`src/rtl/boid_frame_scheduler.sv`:
```
// Per-frame sequencer for the 1-bit boid display RAM: swap/clear, sweep every BPU
// through the read mux, write each boid pixel, and hold off CPU position writes meanwhile.
module boid_frame_scheduler #(
    parameter int MAX_BOIDS      = 4,
    parameter int BITS_FOR_BOIDS = (MAX_BOIDS > 1) ? $clog2(MAX_BOIDS) : 1,
    parameter int PIXEL_COUNT    = 307200,
    parameter int ADDR_WIDTH     = 19
) (
    input  logic                      clock,
    input  logic                      CPU_RESETN,
    input  logic                      screen_end,
    input  logic [ADDR_WIDTH-1:0]     boid_addr,
    input  logic                      cpu_boid_we,
    output logic [BITS_FOR_BOIDS-1:0] boid_sel,
    output logic                      ram_swap,
    output logic                      disp_we,
    output logic [ADDR_WIDTH-1:0]     disp_addr,
    output logic                      bpu_we_en,
    output logic                      cpu_stall,
    output logic                      busy,
    output logic                      frame_done,
    output logic [7:0]                overrun_cnt
);

    localparam logic [BITS_FOR_BOIDS-1:0] LAST_IDX  = BITS_FOR_BOIDS'(MAX_BOIDS - 1);
    localparam logic [ADDR_WIDTH:0]       PIX_LIMIT = (ADDR_WIDTH + 1)'(PIXEL_COUNT);

    typedef enum logic [2:0] {S_IDLE, S_SWAP, S_SEL, S_WRITE, S_DONE} state_t;

    state_t                      state_q, state_d;
    logic [BITS_FOR_BOIDS-1:0]   idx_q, idx_d;
    logic                        se_q;
    logic                        pending_q, pending_d;
    logic [7:0]                  overrun_q, overrun_d;
    logic [BITS_FOR_BOIDS-1:0]   sel_q, sel_d;
    logic                        swap_q, swap_d;
    logic                        we_q, we_d;
    logic [ADDR_WIDTH-1:0]       disp_addr_q, disp_addr_d;
    logic                        busy_q, busy_d;
    logic                        done_q, done_d;
    logic                        bpu_en_q, bpu_en_d;
    logic                        start;
    logic                        in_range;

    // A held screen_end level yields a single start event.
    assign start    = screen_end & ~se_q;
    // Extra MSB keeps the compare correct even if PIXEL_COUNT == 2**ADDR_WIDTH.
    assign in_range = ({1'b0, boid_addr} < PIX_LIMIT);

    always_ff @(posedge clock) begin
        if (!CPU_RESETN) begin
            state_q     <= S_IDLE;
            idx_q       <= '0;
            se_q        <= 1'b0;
            pending_q   <= 1'b0;
            overrun_q   <= '0;
            sel_q       <= '0;
            swap_q      <= 1'b0;
            we_q        <= 1'b0;
            disp_addr_q <= '0;
            busy_q      <= 1'b0;
            done_q      <= 1'b0;
            bpu_en_q    <= 1'b1;
        end else begin
            state_q     <= state_d;
            idx_q       <= idx_d;
            se_q        <= screen_end;
            pending_q   <= pending_d;
            overrun_q   <= overrun_d;
            sel_q       <= sel_d;
            swap_q      <= swap_d;
            we_q        <= we_d;
            disp_addr_q <= disp_addr_d;
            busy_q      <= busy_d;
            done_q      <= done_d;
            bpu_en_q    <= bpu_en_d;
        end
    end

    always_comb begin
        state_d   = state_q;
        idx_d     = idx_q;
        pending_d = pending_q;
        overrun_d = overrun_q;
        if (start && (state_q != S_IDLE)) begin
            if (!pending_q) begin
                pending_d = 1'b1;
            end else if (overrun_q != 8'hFF) begin
                overrun_d = overrun_q + 8'd1;
            end
        end
        case (state_q)
            S_IDLE:  if (start) state_d = S_SWAP;
            S_SWAP: begin
                idx_d   = '0;
                state_d = S_SEL;
            end
            S_SEL:   state_d = S_WRITE;
            S_WRITE: begin
                if (idx_q == LAST_IDX) begin
                    state_d = S_DONE;
                end else begin
                    idx_d   = idx_q + 1'b1;
                    state_d = S_SEL;
                end
            end
            S_DONE: begin
                // An edge arriving in DONE counts as pending and is consumed right here.
                state_d   = (pending_q || start) ? S_SWAP : S_IDLE;
                pending_d = 1'b0;
            end
            default: state_d = S_IDLE;
        endcase
    end

    always_comb begin
        sel_d       = '0;
        swap_d      = 1'b0;
        we_d        = 1'b0;
        done_d      = 1'b0;
        busy_d      = (state_d != S_IDLE);
        bpu_en_d    = (state_d == S_IDLE);
        disp_addr_d = disp_addr_q;
        if (state_q == S_SEL) disp_addr_d = boid_addr;
        case (state_d)
            S_SWAP:  swap_d = 1'b1;
            S_SEL:   sel_d  = idx_d;
            S_WRITE: begin
                sel_d = idx_d;
                we_d  = in_range;
            end
            S_DONE:  done_d = 1'b1;
            default: ;
        endcase
    end

    assign boid_sel    = sel_q;
    assign ram_swap    = swap_q;
    assign disp_we     = we_q;
    assign disp_addr   = disp_addr_q;
    assign busy        = busy_q;
    assign frame_done  = done_q;
    assign bpu_we_en   = bpu_en_q;
    assign overrun_cnt = overrun_q;
    assign cpu_stall   = cpu_boid_we & busy_q;

endmodule

```
`config.mk`:
```
export PLATFORM = sky130hd
export DESIGN_NAME = boid_frame_scheduler
export DESIGN_NICKNAME = d
export VERILOG_FILES = /design/src/rtl/boid_frame_scheduler.sv
export SDC_FILE = /design/constraint.sdc
export NUM_CORES = 1
export LEC_CHECK = 0
export BUFFER_PORTS_ARGS = -buffer_cell sky130_fd_sc_hd__buf_2
export CORE_MARGIN = 3
export CORE_UTILIZATION = 48
export DETAILED_ROUTE_END_ITERATION = 10
export MAX_ROUTING_LAYER = met4
export PLACE_DENSITY = 0.83
export SYNTH_ARGS = -nofsm -noshare
export SYNTH_HDL_FRONTEND = slang
export SYNTH_SLANG_ARGS = --single-unit
```
`constraint.sdc`:
```
create_clock -name clock -period 1.68 [get_ports clock]
set_input_delay 0.168 -clock clock [delete_from_list [all_inputs] [get_ports clock]]
set_output_delay 0.168 -clock clock [all_outputs]
set_load 0.02 [all_outputs]
```
* Word level (Yosys, flattened, before mapping)
Index checks and enable logic that the tools add are counted.
Word-level totals: flip-flop bits (word level) 41, input bits 23, output and inout bits 35, word-level logic and storage cells 48
Operators by class: add/subtract/negate cells 2, order comparisons 1, eq/ne operators 10, multiplexer cells 8, bitwise operators 4, reductions and logical operators 11
Operators by type and width (count):
- $lt A19 B19 Y1 const B | 1
- $pmux W3 S5 | 1
- $eq A3 B2 Y1 const B | 4
- $add A8 B1 Y8 const B | 1
- $ne A8 B8 Y1 const B | 1
- $eq A3 B1 Y1 const B | 2
- $eq A3 B3 Y1 const B | 2
- $logic_not A3 Y1 | 2
- $mux W3 | 2
- $reduce_bool A3 Y1 | 2
- $pmux W2 S2 | 1
- $reduce_and A2 Y1 | 2
- $reduce_or A2 Y1 | 2
- $mux W1 | 3
- $reduce_and A3 Y1 | 1
- $add A2 B1 Y2 const B | 1
- $and A1 B1 Y1 | 2
- $eq A2 B2 Y1 const B | 1
- $mux W2 | 1
- $not A1 Y1 | 2
- $logic_and A1 B1 Y1 | 1
- $logic_or A1 B1 Y1 | 1

* Depth between registers and ports, before layout
Gate-level depths: netlist of run 1.
depth after elaboration 8, depth in mapped cells 6, depth with buffers taken out 5

* Least setup slack after synthesis of run 1
Ideal clock, no wire load.
kind flip-flop to flip-flop, start point register overrun_q[0] (netlist: overrun_cnt[0]), end point register overrun_q[4] (netlist: overrun_cnt[4]), setup time 0.128 ns, data arrival time 1.419 ns, required time 1.552 ns, slack 0.134 ns, stages on the path, launching flop included 6, path buffers 0, clock period less this slack 1.546 ns, cells stage by stage dfxtp_1 > ha_1 > nand3_1 > a2111oi_4 > xnor2_1 > nor2_1
Between the ends: longest elaborated chain between the ends 2, elaborated cells on any way between the ends 3, those cells by class add/sub (1); eq/ne (1); reduce/logical (1)
RTL lines:
- start: declaration | line 34 | logic [7:0] overrun_q, overrun_d;
- start signal: assignment | line 69 | overrun_q <= overrun_d;
- parallel branches: the longest is 2 deep, another holds $add A8 B1 Y8
Several ways; the timed one is not identified. A chain may end at the register's enable or synchronous reset.

* Worst setup path in the final report of run 1
Same ends and word-level chain as after synthesis.

==> impl_metrics.csv, run 1 <==
group,metric,value,unit
clocking,insertion_delay,0.36,ns
yosys,ys_seq_area_frac,0.499,
drt,wl_per_cell,12.2,um
worst_setup_path,cp-end-kind,"register",
final_layout,drive_above_1_share,0.302,
grt,antenna_found_initial,0,
timing,slew_violations,0,
hold_path,hold_path_depth,3,
die,dieArea,4160,um2
worst_setup_path,critPathTopFamily,"flip-flops",
yosys,synth_top_area_frac,0.499,
drt,viasPerCell,5.06,
placed_design,dpl.hpwl,2510,um
worst_setup_path,startpoint_type,"register",
run,cap_violations,0,
clocking,clock_path_buffers,2,
clocking,tritoncts,"built",
clocking,cts.sinks,41,
worst_setup_path,critPathLaunch,"overrun_cnt[0]",
power,p_switching,0.513,mW
worst_setup_path,cp_slowest_cell,"dfxtp_1",
worst_setup_path,arrival,1.79,ns
yosys,synth.area.top_cells,"dfxtp_1 (50%), nand2_1 (11%), a21oi_1 (6.7%)",
power,power_density,952,nW/um2
power,ir_worst_vdd,498,uV
timing,fin_crit,1.53,ns
timing,rsz0062_at_grt,"false",
worst_setup_path,critPathRequiredTime,1.94,ns
power,p_clk_frac,0.317,
hold_path,worstHoldStart,"boid_addr[9]",
power,p_int,1.42,mW
worst_setup_path,cpPeakStageDelay,0.41,ns
yosys,syn_inst,186,
drt,drt_iter0_markers,111,
clocking,htreeDepth,2,
grt,grt_max_degree,21,
grt,grt_pass1_wl,5900,um
worst_setup_path,critPathMaxFanout,7,
power,p_leak,0.904,nW
yosys,ys_ff_latch,41,
power,p_sw_frac,0.265,
power,sequentialPowerShare,0.541,
timing,clock_skew,0.0189,ns
drt,drc,0,
yosys,synth_fp_nets,210,
placed_design,gp_congestion,0.792,
final_layout,final_area,2030,um2
yosys,synth_area_leader_cell,"dfxtp_1",
hold_path,hold_class,"in2reg",
timing,tightest_slew,0.422,ns
die,start_util,0.521,
worst_setup_path,crit_buf_inv,0,
drt,wl,3510,um
grt,grt.total_usage,0.185,
worst_setup_path,cp_cell_sequence,"ha_1 > nand3_1 > a2111oi_4 > xnor2_1 > nor2_1",
worst_setup_path,crit_cells,5,
timing,max-slew-margin-rel,0.718,
timing,timing.fmax,654,MHz
timing,worst_hold_slack,0.0277,ns
placed_design,port_buffers,57,
power,total_power,1.93,mW
final_layout,diodes,0,
final_layout,area_growth,23.4,%
power,pwr-share-comb,0.142,
die,die_w,64.5,um
final_layout,fin_nets,269,
worst_setup_path,r2r_start,"overrun_cnt[0]",
drt,vias,1462,
clocking,path_clk_slew,0.12,ns
yosys,syn_area,1640,um2
die,rows,20,
yosys,yosysWarnings,0,
grt,first_global_vias,1385,
timing,tns,0,ns
die,core-area,3150,um2
drt,drtAntennaViolNets,0,
grt,grt-ovfl-total,0,
final_layout,layout_common_cells,"buf_2 (57), nand2_1 (46), dfxtp_1 (41)",
placed_design,dp_slack,0.145,ns
die,ioPinCount,58,
drt,drtPass1Iterations,4,
die,chipHeight,64.5,um
timing,setup_viol,0,
timing,setup_ws,0.151,ns
clocking,cts_root_buf,"clkbuf_4",
clocking,cts_made_buffers,5,
worst_setup_path,worstSetupPathType,"reg2reg",
final_layout,final_common_cell,"buf_2",
placed_design,place_area,1940,um2
timing,fin_crit_sh,0.910,
run_status,run_status,"complete, no violations",
yosys,syn_area_per_cell,8.84,um2
yosys,synth_cell_type_count,39,
timing,hold_viol_final,0,
worst_setup_path,reg2regPathDepth,5,
-- layout make-up --
cell class	instances	area, um2
Fill cell	276	1120
Tap cell	44	55.1
Clock inverter	2	35.0
Clock buffer	5	37.5
Inverter	3	11.3
Sequential cell	41	821
Multi-Input combinational cell	134	759
Timing Repair Buffer	60	310
-- synth_stat cells (all sizes together) --
cell / count
a2111oi: 1
a211o: 3
a211oi: 3
a21o: 3
a21oi: 22
a311oi: 1
a31oi: 1
and2: 4
and2b: 1
and3: 4
and4: 1
buf: 5
clkbuf: 3
clkinv: 1
dfxtp: 41
ha: 1
inv: 2
mux2i: 2
nand2: 46
nand2b: 5
nand3: 4
nand3b: 1
nand4: 2
nand4b: 2
nor2: 13
nor2b: 1
nor3: 3
nor3b: 1
nor4: 1
o21a: 1
o21ai: 6
xnor2: 1
-- sequential cells by signal, summed over array words and instances (netlist names), 2 cells and up --
name         flops
boid_sel         2
state_q          3
overrun_cnt      8
idx_q            2
disp_addr       19
-- stage by stage --
| step | utilization | instances |
|---|---|---|
| after global placement | 0.616 | 281 |
| after floorplan | - | 186 |
| after CTS | 0.642 | 289 |
| after global routing | 0.644 | 289 |
| after detailed placement | 0.616 | 281 |
| final | 0.644 | 289 |
-- path summary, 6_finish.rpt --
kind                                       end  slack (ns)
worst max register to register  overrun_cnt[4]        0.15
worst min register to register    disp_addr[6]        0.46
worst min-delay path              disp_addr[9]        0.03
worst max-delay path            overrun_cnt[4]        0.15
-- power groups by stage --
stage	Sequential [mW]	Combinational, mW	Clock [mW]
after floorplan	1.11	0.143	0
after global placement	1.07	0.265	0
after detailed placement	1.07	0.272	0
after CTS	1.04	0.274	0.613
after global routing	1.05	0.304	0.656
final	1.04	0.273	0.613
-- worst min-delay path, cell delays in order --
cell	delay [ns]
buf_2	0.10
nand2_1	0.04
a21oi_1	0.05
-- kinds of logic (layout without fill, tap and decap cells) --
family	after synthesis	after routing	synth area share
XOR/XNOR	1	1	0.00533
multiplexers	2	2	0.0122
buffers and inverters	11	70	0.0419
adder cells (fa/ha/maj)	1	1	0.00761
AND/OR/NAND/NOR	89	89	0.271
flip-flops	41	41	0.499
AO/OA/AOI/OAI	41	41	0.163
-- timing repair --
item,CTS,global route
setup buffers,0,0
endpoints found under the setup margin,0,12
resized for setup,0,1
hold buffers,1,0
endpoints found under the hold margin,1,0
-- routing by layer --
| metal | GRT usage | routed length (um) | vias to the layer above |
|---|---|---|---|
| met5 | - | 0 | - |
| met4 | 0.0792 | 61 | 0 |
| met3 | 0.0381 | 198 | 9 |
| met2 | 0.308 | 1750 | 38 |
| met1 | 0.218 | 1500 | 664 |
| li1 | - | - | 751 |
Note: power is estimated with default switching activity, not from simulation.
==> run 2: changes to the inputs <==
--- a/config.mk
+++ b/config.mk
@@ -6,11 +6,11 @@
 export NUM_CORES = 1
 export LEC_CHECK = 0
 export BUFFER_PORTS_ARGS = -buffer_cell sky130_fd_sc_hd__buf_2
-export CORE_MARGIN = 3
-export CORE_UTILIZATION = 48
+export CORE_MARGIN = 4
+export CORE_UTILIZATION = 52
 export DETAILED_ROUTE_END_ITERATION = 10
 export MAX_ROUTING_LAYER = met4
-export PLACE_DENSITY = 0.83
+export PLACE_DENSITY = 0.89
 export SYNTH_ARGS = -nofsm -noshare
 export SYNTH_HDL_FRONTEND = slang
 export SYNTH_SLANG_ARGS = --single-unit
==> constraint.sdc (replaced) <==
create_clock -name clock -period 1.8 [get_ports clock]
set_input_delay 0.18 -clock clock [delete_from_list [all_inputs] [get_ports clock]]
set_output_delay 0.18 -clock clock [all_outputs]
set_load 0.02 [all_outputs]
==> run 2 against run 1 <==
  * Clock power is 30% lower
  * Critical path depth unchanged
  * Via count hardly changed
  * Flip-flop and latch count did not move
  * Non-clock buffer count stayed put
  * Combinational power down 8.1%
  * Global-route usage shrank 0.11 points
  * Final cell count up 0.35%
==> impl_metrics.csv, run 2 (synthesis results as in run 1) <==
group,metric,value,unit
run_status,run_status,"complete, no violations",
worst_setup_path,cp_slowest_cell,"dfxtp_1",
hold_path,hold_class,"in2reg",
timing,fin_crit,1.49,ns
clocking,cts-resized-gates,0,
die,core-area,3030,um2
drt,drc,0,
grt,grt-ovfl-total,0,
power,pwr-share-comb,0.152,
drt,drtAntennaViolNets,0,
worst_setup_path,arrival,1.73,ns
timing,hold_viol_final,0,
worst_setup_path,critPathRequiredTime,2.04,ns
worst_setup_path,critPathMaxFanout,7,
drt,wl_per_cell,11.7,um
clocking,ctsHoldBuffers,0,
final_layout,diodes,0,
grt,grt_pass1_wl,5860,um
grt,antenna_found_initial,0,
placed_design,gp_congestion,0.763,
worst_setup_path,startpoint_type,"register",
drt,drtPass1Iterations,4,
timing,clock_skew,0.00349,ns
timing,rsz0062_at_grt,"false",
hold_path,hold_path_depth,2,
run,cap_violations,0,
die,die_w,64.2,um
hold_path,worstHoldStart,"boid_addr[18]",
die,start_util,0.543,
drt,drt_iter0_markers,126,
clocking,tritoncts,"built",
die,dieArea,4130,um2
power,p_sw_frac,0.281,
power,p_int,1.19,mW
die,chipHeight,64.2,um
final_layout,layout_common_cells,"buf_2 (57), nand2_1 (46), dfxtp_1 (41)",
grt,grt_max_degree,20,
final_layout,drive_above_1_share,0.305,
worst_setup_path,cpPeakStageDelay,0.40,ns
grt,grt.total_usage,0.184,
power,power_density,827,nW/um2
worst_setup_path,cp-end-kind,"register",
die,ioPinCount,58,
timing,setup_ws,0.311,ns
final_layout,largest_reg_flops,19,
power,p_leak,0.895,nW
timing,tightest_slew,0.357,ns
worst_setup_path,r2r_start,"overrun_cnt[0]",
timing,slew_violations,0,
drt,viasPerCell,5.04,
clocking,cts.sinks,41,
drt,vias,1463,
timing,setup_viol,0,
timing,timing.fmax,672,MHz
final_layout,area_growth,21.7,%
clocking,cts_root_buf,"clkbuf_4",
power,sequentialPowerShare,0.589,
power,ir_worst_vdd,499,uV
placed_design,port_buffers,57,
clocking,clock_path_buffers,2,
clocking,post-cts-setup-buffers,0,
clocking,path_clk_slew,0.11,ns
placed_design,dpl.hpwl,2470,um
final_layout,final_common_cell,"buf_2",
placed_design,dp_slack,0.330,ns
timing,tns,0,ns
drt,wl,3380,um
power,p_clk_frac,0.259,
final_layout,fin_nets,269,
timing,fin_crit_sh,0.827,
worst_setup_path,cp_cell_sequence,"ha_1 > nand3_1 > a2111oi_4 > xnor2_1 > nor2_1",
worst_setup_path,critPathLaunch,"overrun_cnt[0]",
clocking,htreeDepth,2,
worst_setup_path,worstSetupPathType,"reg2reg",
clocking,insertion_delay,0.34,ns
die,rows,20,
clocking,cts_made_buffers,5,
worst_setup_path,reg2regPathDepth,5,
power,p_switching,0.464,mW
grt,first_global_vias,1315,
timing,max-slew-margin-rel,0.761,
-- run 2: cell count changes in the layout (fill, tap and decap cells not counted), sizes merged --
cell	change
buf	+1
bufinv	-1
clkbuf	+1
clkinv	+1
dlygate4sd3	-1
-- run 2: power groups by stage --
stage	Clock, mW	Sequential [mW]	Combinational (mW)
2_1_floorplan	0	1.03	0.134
3_3_place_gp	0	0.995	0.249
3_5_place_dp	0	0.996	0.253
4_1_cts	0.442	0.976	0.254
5_1_grt	0.481	0.984	0.278
6_report	0.429	0.975	0.251
-- run 2: final cells by class --
type / instances / area (um2)
fill: 281 / 1030
sequential: 41 / 821
multi-input combinational: 134 / 754
timing repair buffer: 60 / 308
tap: 44 / 55.1
clock buffer: 6 / 41.3
inverter: 3 / 11.3
clock inverter: 2 / 10.0
-- run 2: worst paths after layout --
check / endpoint / slack [ns]
setup reg to reg: overrun_cnt[4] / 0.31
setup / recovery: overrun_cnt[4] / 0.31
hold reg to reg: disp_addr[4] / 0.46
hold / removal: disp_we / 0.02
-- run 2: metrics by stage --
step                hold slack [ns]  area (um2)  instances  total power, mW  utilization
CTS                         0.00768        2000        290             1.67        0.661
global placement              0.383        1950        282             1.24        0.644
finish                       0.0239        2000        290             1.66        0.661
detailed placement            0.385        1950        282             1.25        0.644
global route                 0.0120        2000        290             1.74        0.661
floorplan                     0.269        1640        186             1.17            -
-- run 2: critical path: cells and delay by family (launching register included) --
family | cells | cell delay, ns
flip-flops | 1 | 0.40
XOR/XNOR | 1 | 0.16
AND/OR/NAND/NOR | 2 | 0.21
AO/OA/AOI/OAI | 1 | 0.35
adder cells (fa/ha/maj) | 1 | 0.28
-- run 2: routing by layer --
layer,global-route usage,vias up,routed length [um]
met5,-,-,0
met4,0.0923,0,85
met3,0.0404,10,204
met2,0.288,50,1600
met1,0.224,650,1490
li1,-,753,-
